[src/rtl/spi_midi_cmd_decoder.sv]
// spi_midi_cmd_decoder: parses MIDI command bytes into a show-ahead command FIFO
module spi_midi_cmd_decoder #(
  parameter int NUM_VOICES = 16,
  parameter int FIFO_DEPTH = 4,
  parameter int TIMEOUT_CYCLES = 50000,
  localparam int VOICE_W = $clog2(NUM_VOICES) < 1 ? 1 : $clog2(NUM_VOICES)
) (
  input  logic               i_clk,
  input  logic               i_reset,
  input  logic               i_byte_valid,
  input  logic [7:0]         i_byte,
  output logic               o_cmd_valid,
  input  logic               i_cmd_ready,
  output logic [1:0]         o_cmd_type,
  output logic [VOICE_W-1:0] o_cmd_voice,
  output logic [6:0]         o_cmd_data0,
  output logic [6:0]         o_cmd_data1,
  output logic               o_overflow,
  output logic [7:0]         o_err_count
);
  localparam int AW = $clog2(FIFO_DEPTH);
  localparam int TW = $clog2(TIMEOUT_CYCLES + 1);
  localparam int CW = 16 + VOICE_W;
  typedef enum logic [1:0] {IDLE, VOICE, DATA0, DATA1} state_t;
  state_t state, state_n;
  logic [1:0] typ, typ_n;
  logic [VOICE_W-1:0] voice, voice_n;
  logic [6:0] d0, d0_n, d1, d1_n;
  logic [TW-1:0] cnt;
  logic push, err, timeout, rec, pop, full, wr, ovf;
  logic [CW-1:0] mem [FIFO_DEPTH];
  logic [AW-1:0] rd, wp;
  logic [AW:0] count;
  assign rec = i_byte == 8'h90 || i_byte == 8'h80 || i_byte == 8'hE0 || i_byte == 8'hB0;
  always_comb begin
    state_n = state;
    typ_n = typ;
    voice_n = voice;
    d0_n = d0;
    d1_n = d1;
    push = 1'b0;
    err = 1'b0;
    timeout = state != IDLE && !i_byte_valid && cnt == TW'(TIMEOUT_CYCLES - 1);
    if (timeout) begin
      err = 1'b1;
      state_n = IDLE;
    end else if (i_byte_valid && (state == IDLE || i_byte[7])) begin
      // a status byte mid-packet aborts it and is then treated as a fresh IDLE byte
      err = state != IDLE;
      state_n = IDLE;
      voice_n = '0;
      d0_n = '0;
      d1_n = '0;
      if (rec) begin
        typ_n = i_byte == 8'h90 ? 2'd0 : i_byte == 8'h80 ? 2'd1 : i_byte == 8'hE0 ? 2'd2 : 2'd3;
        push = i_byte == 8'hB0;
        state_n = i_byte == 8'hB0 ? IDLE : VOICE;
      end
    end else if (i_byte_valid) begin
      case (state)
        VOICE: begin
          err = int'(i_byte) >= NUM_VOICES;
          voice_n = i_byte[VOICE_W-1:0];
          push = !err && typ == 2'd1;
          state_n = err || typ == 2'd1 ? IDLE : DATA0;
        end
        DATA0: begin
          d0_n = i_byte[6:0];
          state_n = DATA1;
        end
        default: begin
          d1_n = i_byte[6:0];
          push = 1'b1;
          state_n = IDLE;
        end
      endcase
    end
  end
  assign o_cmd_valid = count != '0;
  assign pop = o_cmd_valid && i_cmd_ready;
  assign full = count == (AW+1)'(FIFO_DEPTH);
  assign wr = push && (!full || pop);
  assign ovf = push && !wr;
  assign {o_cmd_type, o_cmd_voice, o_cmd_data0, o_cmd_data1} = o_cmd_valid ? mem[rd] : '0;
  always_ff @(posedge i_clk) begin
    if (i_reset) begin
      state <= IDLE;
      typ <= '0;
      voice <= '0;
      d0 <= '0;
      d1 <= '0;
      cnt <= '0;
      rd <= '0;
      wp <= '0;
      count <= '0;
      o_overflow <= 1'b0;
      o_err_count <= '0;
    end else begin
      state <= state_n;
      typ <= typ_n;
      voice <= voice_n;
      d0 <= d0_n;
      d1 <= d1_n;
      cnt <= i_byte_valid ? '0 : state != IDLE ? cnt + 1'b1 : cnt;
      if (wr) begin
        mem[wp] <= {typ_n, voice_n, d0_n, d1_n};
        wp <= wp + 1'b1;
      end
      if (pop) rd <= rd + 1'b1;
      count <= count + (AW+1)'(wr) - (AW+1)'(pop);
      o_overflow <= o_overflow | ovf;
      if ((err || ovf) && o_err_count != 8'hFF) o_err_count <= o_err_count + 1'b1;
    end
  end
endmodule

[config.mk]
export PLATFORM = sky130hd
export DESIGN_NAME = spi_midi_cmd_decoder
export DESIGN_NICKNAME = d
export VERILOG_FILES = /design/src/rtl/spi_midi_cmd_decoder.sv
export SDC_FILE = /design/constraint.sdc
export NUM_CORES = 1
export LEC_CHECK = 0
export ABC_AREA = 1
export CORE_MARGIN = 2
export CORE_UTILIZATION = 58
export DETAILED_ROUTE_END_ITERATION = 6
export GPL_TIMING_DRIVEN = 0
export PLACE_DENSITY = 0.9
export SLEW_MARGIN = 0
export SYNTH_ARGS = -nofsm -noshare
export SYNTH_HDL_FRONTEND = slang
export SYNTH_SLANG_ARGS = --single-unit
[constraint.sdc]
create_clock -name i_clk -period 3.6 [get_ports i_clk]
set_clock_uncertainty 0.15 [all_clocks]
set_input_delay 0.36 -clock i_clk [delete_from_list [all_inputs] [get_ports i_clk]]
set_output_delay 0.36 -clock i_clk [all_outputs]
set_load 0.02 [all_outputs]
Word-level counts from Yosys, hierarchy flattened
Memory sizes are Yosys's and may differ from the RTL's. A register that Yosys moved wholly into a read port is not among the register bits.
Index checks and enable logic that the tools add are counted.
W data, S select, Z words.
{"block": "totals", "word_cells": 95, "n_memories": 1, "output_inout_bits": 30, "in_bits": 12, "ramBits": 80, "register_bits": 54}
{"memory": "mem", "depth": 4, "word_bits": 20, "read_ports": 1, "rd_clocked_by_memory_dff": 1, "wr": 1, "line": "31", "rtl": "logic [CW-1:0] mem [FIFO_DEPTH];"}
{"block": "classes", "n_lt_le_gt_ge": 1, "bitwise": 1, "eq_ne": 10, "n_mux": 39, "addsub": 6, "n_reduce_logical": 26}
{"cell": "$mux W7", "n": 8}
{"cell": "$eq A8 B8 Y1 const B", "n": 4}
{"cell": "$mux W2", "n": 10}
{"cell": "$mux W20", "n": 1}
{"cell": "$add A16 B1 Y16 const B", "n": 1}
{"cell": "$eq A16 B16 Y1 const B", "n": 1}
{"cell": "$mux W4", "n": 4}
{"cell": "$mux W1", "n": 14}
{"cell": "$add A8 B1 Y8 const B", "n": 1}
{"cell": "$ge A8 B5 Y1 const B", "n": 1}
{"cell": "$logic_and A1 B1 Y1", "n": 8}
{"cell": "$ne A8 B8 Y1 const B", "n": 1}
{"cell": "$logic_or A1 B1 Y1", "n": 7}
{"cell": "$reduce_or A2 Y1", "n": 3}
{"cell": "$add A2 B1 Y2 const B", "n": 2}
{"cell": "$eq A2 B1 Y1 const B", "n": 2}
{"cell": "$logic_not A1 Y1", "n": 4}
{"cell": "$pmux W2 S2", "n": 1}
{"cell": "$reduce_bool A2 Y1", "n": 2}
{"cell": "$add A3 B1 Y3", "n": 1}
{"cell": "$eq A3 B3 Y1 const B", "n": 1}
{"cell": "$reduce_bool A3 Y1", "n": 1}
{"cell": "$sub A3 B1 Y3", "n": 1}
{"cell": "$eq A2 B2 Y1 const B", "n": 1}
{"cell": "3 further kinds", "n": 3}

Longest topological paths before layout
Gate-level depths: netlist (run 1).
{"block": "logic_depth", "word_depth": 12, "ltp_mapped": 15, "mapped_depth_nobuf": 15}

Worst setup path before layout (run 1)
OpenSTA, ideal clock, no wires.
{"block": "synth_path", "path_type": "register to register", "startpoint": "register state[0]", "endpoint": "memory mem[0][0] (netlist name), enable pin", "n_path_buf": 0, "setup_slack_ns": 0.845, "required_ns": 3.053, "setup_time_ns": 0.397, "t_arrival_ns": 2.209, "period_less_slack_ns": 2.755, "path_stages_with_launch": 10, "path_cell_list": "dfxtp_1 inv_1 ha_1 nor2_1 nor2_4 nand2_1 nand3_1 inv_1 nand2_1 nor2_1"}
{"block": "synth_via", "elab_chain_len": 9, "elab_cells_between_ends": 16, "cone_classes": "eq/ne (2); mux (7); reduce/logical (7)"}
{"element": "from (decl)", "line": "25", "rtl": "state_t state, state_n;"}
{"element": "from (signal assigned)", "line": "99", "rtl": "state <= state_n;"}
{"element": "$eq A2 B2 Y1 (tied with other cells)", "line": "60", "rtl": "case (state)"}
{"element": "$pmux W1 S2 or $logic_or A1 B1 Y1 (tied branches)", "line": "60, 47"}
{"element": "$mux W1 or $logic_and A1 B1 Y1 (tied branches)", "line": "59, 47"}
{"element": "$mux W1", "line": "47", "rtl": "end else if (i_byte_valid && (state == IDLE || i_byte[7])) begin"}
{"element": "$mux W1 *", "line": "44", "rtl": "if (timeout) begin"}
{"element": "$logic_and A1 B1 Y1 *", "line": "82", "rtl": "assign wr = push && (!full || pop);"}
{"element": "$mux W1 *", "line": "105", "rtl": "if (wr) begin"}
{"element": "$mux W1 *", "line": "86", "rtl": "if (i_reset) begin"}
{"element": "$mux W1 (implied by the code) *", "line": "106", "rtl": "mem[wp] <= {typ_n, voice_n, d0_n, d1_n};"}
{"element": "to (decl)", "line": "31"}
Mark *: on every way between the ends. The rest lies on a longest branch, timed or not.

==> PnR_summary.wiki, run 1 <==
{| class="wikitable"
! Metric !! Value
|-
| # IOs || 42
|-
| Start point of the worst hold path || rd[1]$_SDFFE_PP0P_
|-
| Fraction of synthesis flops using an asynchronous set or reset pin || 0%
|-
| Initial antenna violation count || 0
|-
| Clock Power Share || 35.4%
|-
| Hold Slack || 326 ps
|-
| Depth of the worst register-to-register path || 10
|-
| Proportion of synthesized chip area in sequential cells || 59.7%
|-
| Cell variety after synth || 33
|-
| Flip-flop cell with the highest count after synthesis || sky130_fd_sc_hd__edfxtp_1
|-
| Final cell area excluding filler cells || 0.00714 mm2
|-
| Highest clock frequency the design can meet || 305 MHz
|-
| Total power per unit cell area || 629 mW/mm2
|-
| Detail-routed net length per standard cell || 17.1 um
|-
| Number of vias in the routed layout || 4962
|-
| Num rows || 36
|-
| Setup slack of the critical path after layout || 321 ps
|-
| Synth Net Count || 662
|-
| Reg-to-reg critical path endpoint || mem[3][19]$_DFFE_PP_
|-
| Slew Viols, Final || 0
|-
| Sum of routed wire length over all layers || 14500 um
|-
| Place WS || 417 ps
|-
| Switching power || 1.47 mW
|-
| Buffers inserted by post-CTS timing repair || 0
|-
| Overall overflow remaining after global route || 0
|-
| Clock Tree Buf Depth || 2
|-
| Wire length of the first global-routing pass || 23400 um
|-
| Placeable Area || 0.00982 mm2
|-
| Non-filler instance count after layout || 848
|-
| Area delta synth->final || 20.8%
|-
| Top-count cell post-synth || sky130_fd_sc_hd__nor2_1
|-
| Most common library cells after synthesis || 150 x sky130_fd_sc_hd__nor2_1, 80 x sky130_fd_sc_hd__edfxtp_1, 56 x sky130_fd_sc_hd__dfxtp_1
|-
| Worst reg2reg startpoint || state[0]$_SDFFE_PP0P_
|-
| Number of buffers inserted by hold repair at cts || 0
|-
| Total DRC errors in the routed layout || 0
|-
| Post-route ant nets || 0
|-
| Data required time of the critical path || 3090 ps
|-
| Setup tns final || 0 ps
|-
| Worst relative slew slack || 50.0%
|-
| Clock buffers created by TritonCTS || 17
|-
| Maximum cell stage delay along the critical path || 640 ps
|-
| Most area-consuming cells after synthesis || sky130_fd_sc_hd__edfxtp_1 41%, sky130_fd_sc_hd__dfxtp_1 19%, sky130_fd_sc_hd__nor2_1 9.5%
|-
| Via density per instance || 5.85
|-
| #FFs+latches synth || 136
|-
| Number of max-capacitance violations reported || 0
|-
| Detailed-routing iteration count for the pre-antenna-repair pass || 6
|-
| Post-synthesis cell area || 0.00591 mm2
|-
| Worst-Margin Slew || 750 ps
|-
| Status || finished, final reports clean
|-
| Estimated wirelength of the detail-placed design || 9440 um
|-
| R2R setup slack || 640 ps
|-
| Synthesized area per cell || 9.26 um2
|-
| Time the final worst path needs with I/O delays and setup || 3280 ps
|-
| Die Wd || 105 um
|-
| Root Driver || sky130_fd_sc_hd__clkbuf_8
|-
| Final worst path period share || 91.1%
|-
| Count of buffering cells on the critical path with inverters included || 3
|-
| Total global routing track utilization || 27.2%
|-
| Number of warnings issued by yosys || 0
|-
| # resized after CTS || 0
|-
| Leakage power summed over all cells || 2.63 nW
|-
| Share of cells above drive strength 1 || 8.81%
|-
| Chip height || 105 um
|-
| Worst path cell trace || clkbuf_1 -> clkbuf_1 -> nor2_1 -> nor2_1 -> o21ai_0 -> a21oi_1 -> clkdlybuf4s50_1
|-
| Routability cong. || 0.899
|-
| Post-synthesis cell type with the largest combined area || sky130_fd_sc_hd__edfxtp_1
|-
| Placed Cells incl. Taps || 816
|-
| Pin count of the biggest net entering global routing || 18
|-
| Synthesized netlist cell count || 638
|-
| Antenna diodes || 0
|-
| Via count of the first global-routing pass || 4955
|-
| End point of the most critical hold path || rd[1]$_SDFFE_PP0P_
|-
| Element type at the critical path start || flop
|-
| Fraction of power consumed by combinational cells || 25.5%
|-
| Number of endpoints failing setup at the final stage || 0
|-
| Critical-path maximum fanout || 10
|-
| Clock transition at the register clock pins on the worst setup and hold paths after CTS || 60 ps
|-
| Starting Density || 60.1%
|-
| Worst supply voltage drop on vdd || 0.377 mV
|-
| Unrepaired setup endpoints after global routing || false
|-
| Clock sink total || 136
|-
| H-tree Lvls || 4
|-
| Number of enable-type register cells in the synthesized netlist || 80
|-
| Input/output buffers || 41
|-
| Final Net Count || 726
|-
| Type of the worst min-delay path || reg2reg
|-
| CTS tree || built
|-
| Die outline area || 0.0110 mm2
|-
| Hold Path Depth || 2
|-
| Count of routing violations after the opening detailed-route iteration || 520
|-
| Crit-path slowest cell || sky130_fd_sc_hd__clkdlybuf4s50_1
|-
| Skew-Pair Late Insertion Delay || 520 ps
|-
| Worst path top cell family by delay || buffers and inverters
|-
| Category of the most critical setup path || reg2out
|-
| Crit end category || output pin
|-
| Switching power share of the total || 32.8%
|-
| Number of hold violations in the final report || 0
|-
| Cell internal pwr || 3.01 mW
|-
| Crit path DAT || 2770 ps
|-
| Placed Instance Area || 0.00659 mm2
|-
| Top-area cell type share of the netlist area || 40.7%
|-
| Fraction of power consumed by sequential logic || 39.1%
|}
-- cell type report --
cell class	instances	area (um2)
plain buffers	23	93.8
fillers	645	2680
repair buffers	45	508
multi-input cells	422	2080
flip-flops and latches	136	3520
inverters	57	214
well taps	133	166
clock buffers	17	414
clock inverters	15	133
-- cell usage in the layout, fill, tap and decap left out, types with 6 or more instances in the layout --
| cell type | count |
|---|---|
| sky130_fd_sc_hd__nor2_1 | 146 |
| sky130_fd_sc_hd__nor2_2 | 6 |
| sky130_fd_sc_hd__clkbuf_16 | 16 |
| sky130_fd_sc_hd__clkdlybuf4s50_1 | 41 |
| sky130_fd_sc_hd__nand2_2 | 6 |
| sky130_fd_sc_hd__nand3_1 | 23 |
| sky130_fd_sc_hd__dfxtp_1 | 56 |
| sky130_fd_sc_hd__inv_1 | 52 |
| sky130_fd_sc_hd__o21ai_0 | 54 |
| sky130_fd_sc_hd__nor3_1 | 25 |
| sky130_fd_sc_hd__ha_1 | 11 |
| sky130_fd_sc_hd__a21oi_1 | 47 |
| sky130_fd_sc_hd__nand2_1 | 55 |
| sky130_fd_sc_hd__nor4_1 | 18 |
| sky130_fd_sc_hd__clkbuf_1 | 19 |
| sky130_fd_sc_hd__edfxtp_1 | 80 |
-- kinds of logic (layout without fill, tap and decap cells) --
group / count (synthesis) / count (layout) / share of synthesized area, %
AOI/OAI and AO/OA: 110 / 110 / 9.60
xor gates and xnor gates: 8 / 8 / 1.19
adders and majority gates: 12 / 12 / 2.67
buffers and inverters: 80 / 157 / 5.21
DFF: 136 / 136 / 59.7
and+or+nand+nor: 292 / 292 / 21.7
-- flip-flops by register name, summed over array words and instances (netlist names), 2 cells and up, named ones only --
register	cells
voice	4
wp	2
count	3
state	2
typ	2
rd	2
cnt	16
mem	80
o_err_count	8
d0	7
d1	7
-- metrics by stage --
stage	util, %	total power [mW]
after floorplan	-	2.42
after global placement	66.0	2.84
after detailed placement	67.1	2.92
after CTS	72.7	4.49
after global routing	72.7	4.66
final	72.7	4.49
-- power groups by stage --
stage / combinational, mW / sequential [mW] / clock, mW
final: 1.15 / 1.75 / 1.59
after global routing: 1.25 / 1.76 / 1.66
after CTS: 1.14 / 1.75 / 1.59
after detailed placement: 1.13 / 1.79 / 0
after global placement: 1.06 / 1.78 / 0
after floorplan: 0.644 / 1.78 / 0
-- worst max-delay path by stage --
stage / from / slack [ps] / endpoint / cells past startpoint
after floorplan: state[0]$_SDFFE_PP0P_ / 840 / mem[0][0]$_DFFE_PP_ / 9
after global placement: i_byte_valid / -230 / mem[3][3]$_DFFE_PP_ / 9
after detailed placement: i_byte[4] / 420 / mem[3][3]$_DFFE_PP_ / 11
after CTS: flop / 320 / o_cmd_data1[2] / 7
after global routing: flop / 180 / o_cmd_data0[6] / 7
final: flop / 320 / o_cmd_data0[6] / 7
-- metal layers --
layer | track usage [%] | part of all wire, % | wire length (um) | vias to the layer above
li1 | - | - | - | 2295
met3 | 3.99 | 7.2 | 1040 | 52
met2 | 48.0 | 51 | 7350 | 273
met4 | 13.1 | 3.5 | 508 | 0
met1 | 32.7 | 39 | 5580 | 2342
met5 | 0 | 0 | 0 | -
-- worst reg2reg max path, stage by stage, from the launching register on --
cell and delay [ps]:
sky130_fd_sc_hd__dfxtp_1 360, sky130_fd_sc_hd__inv_1 80, sky130_fd_sc_hd__ha_1 300, sky130_fd_sc_hd__nor2_1 290, sky130_fd_sc_hd__nor2_4 70, sky130_fd_sc_hd__nand2_1 120, sky130_fd_sc_hd__nand3_1 160, sky130_fd_sc_hd__inv_1 120
sky130_fd_sc_hd__nand2_1 150, sky130_fd_sc_hd__nor2_2 620, sky130_fd_sc_hd__buf_8 250
Note: power is estimated with default switching activity, not from simulation.
==> inputs of run 2 (changes only) <==
--- a/config.mk
+++ b/config.mk
@@ -8,6 +8,7 @@
 export ABC_AREA = 1
 export CORE_MARGIN = 2
 export CORE_UTILIZATION = 58
+export CTS_CLUSTER_DIAMETER = 50
 export DETAILED_ROUTE_END_ITERATION = 6
 export GPL_TIMING_DRIVEN = 0
 export PLACE_DENSITY = 0.9
==> results of run 2 <==
Final layout, timing and power as in run 1 (identical DEF).
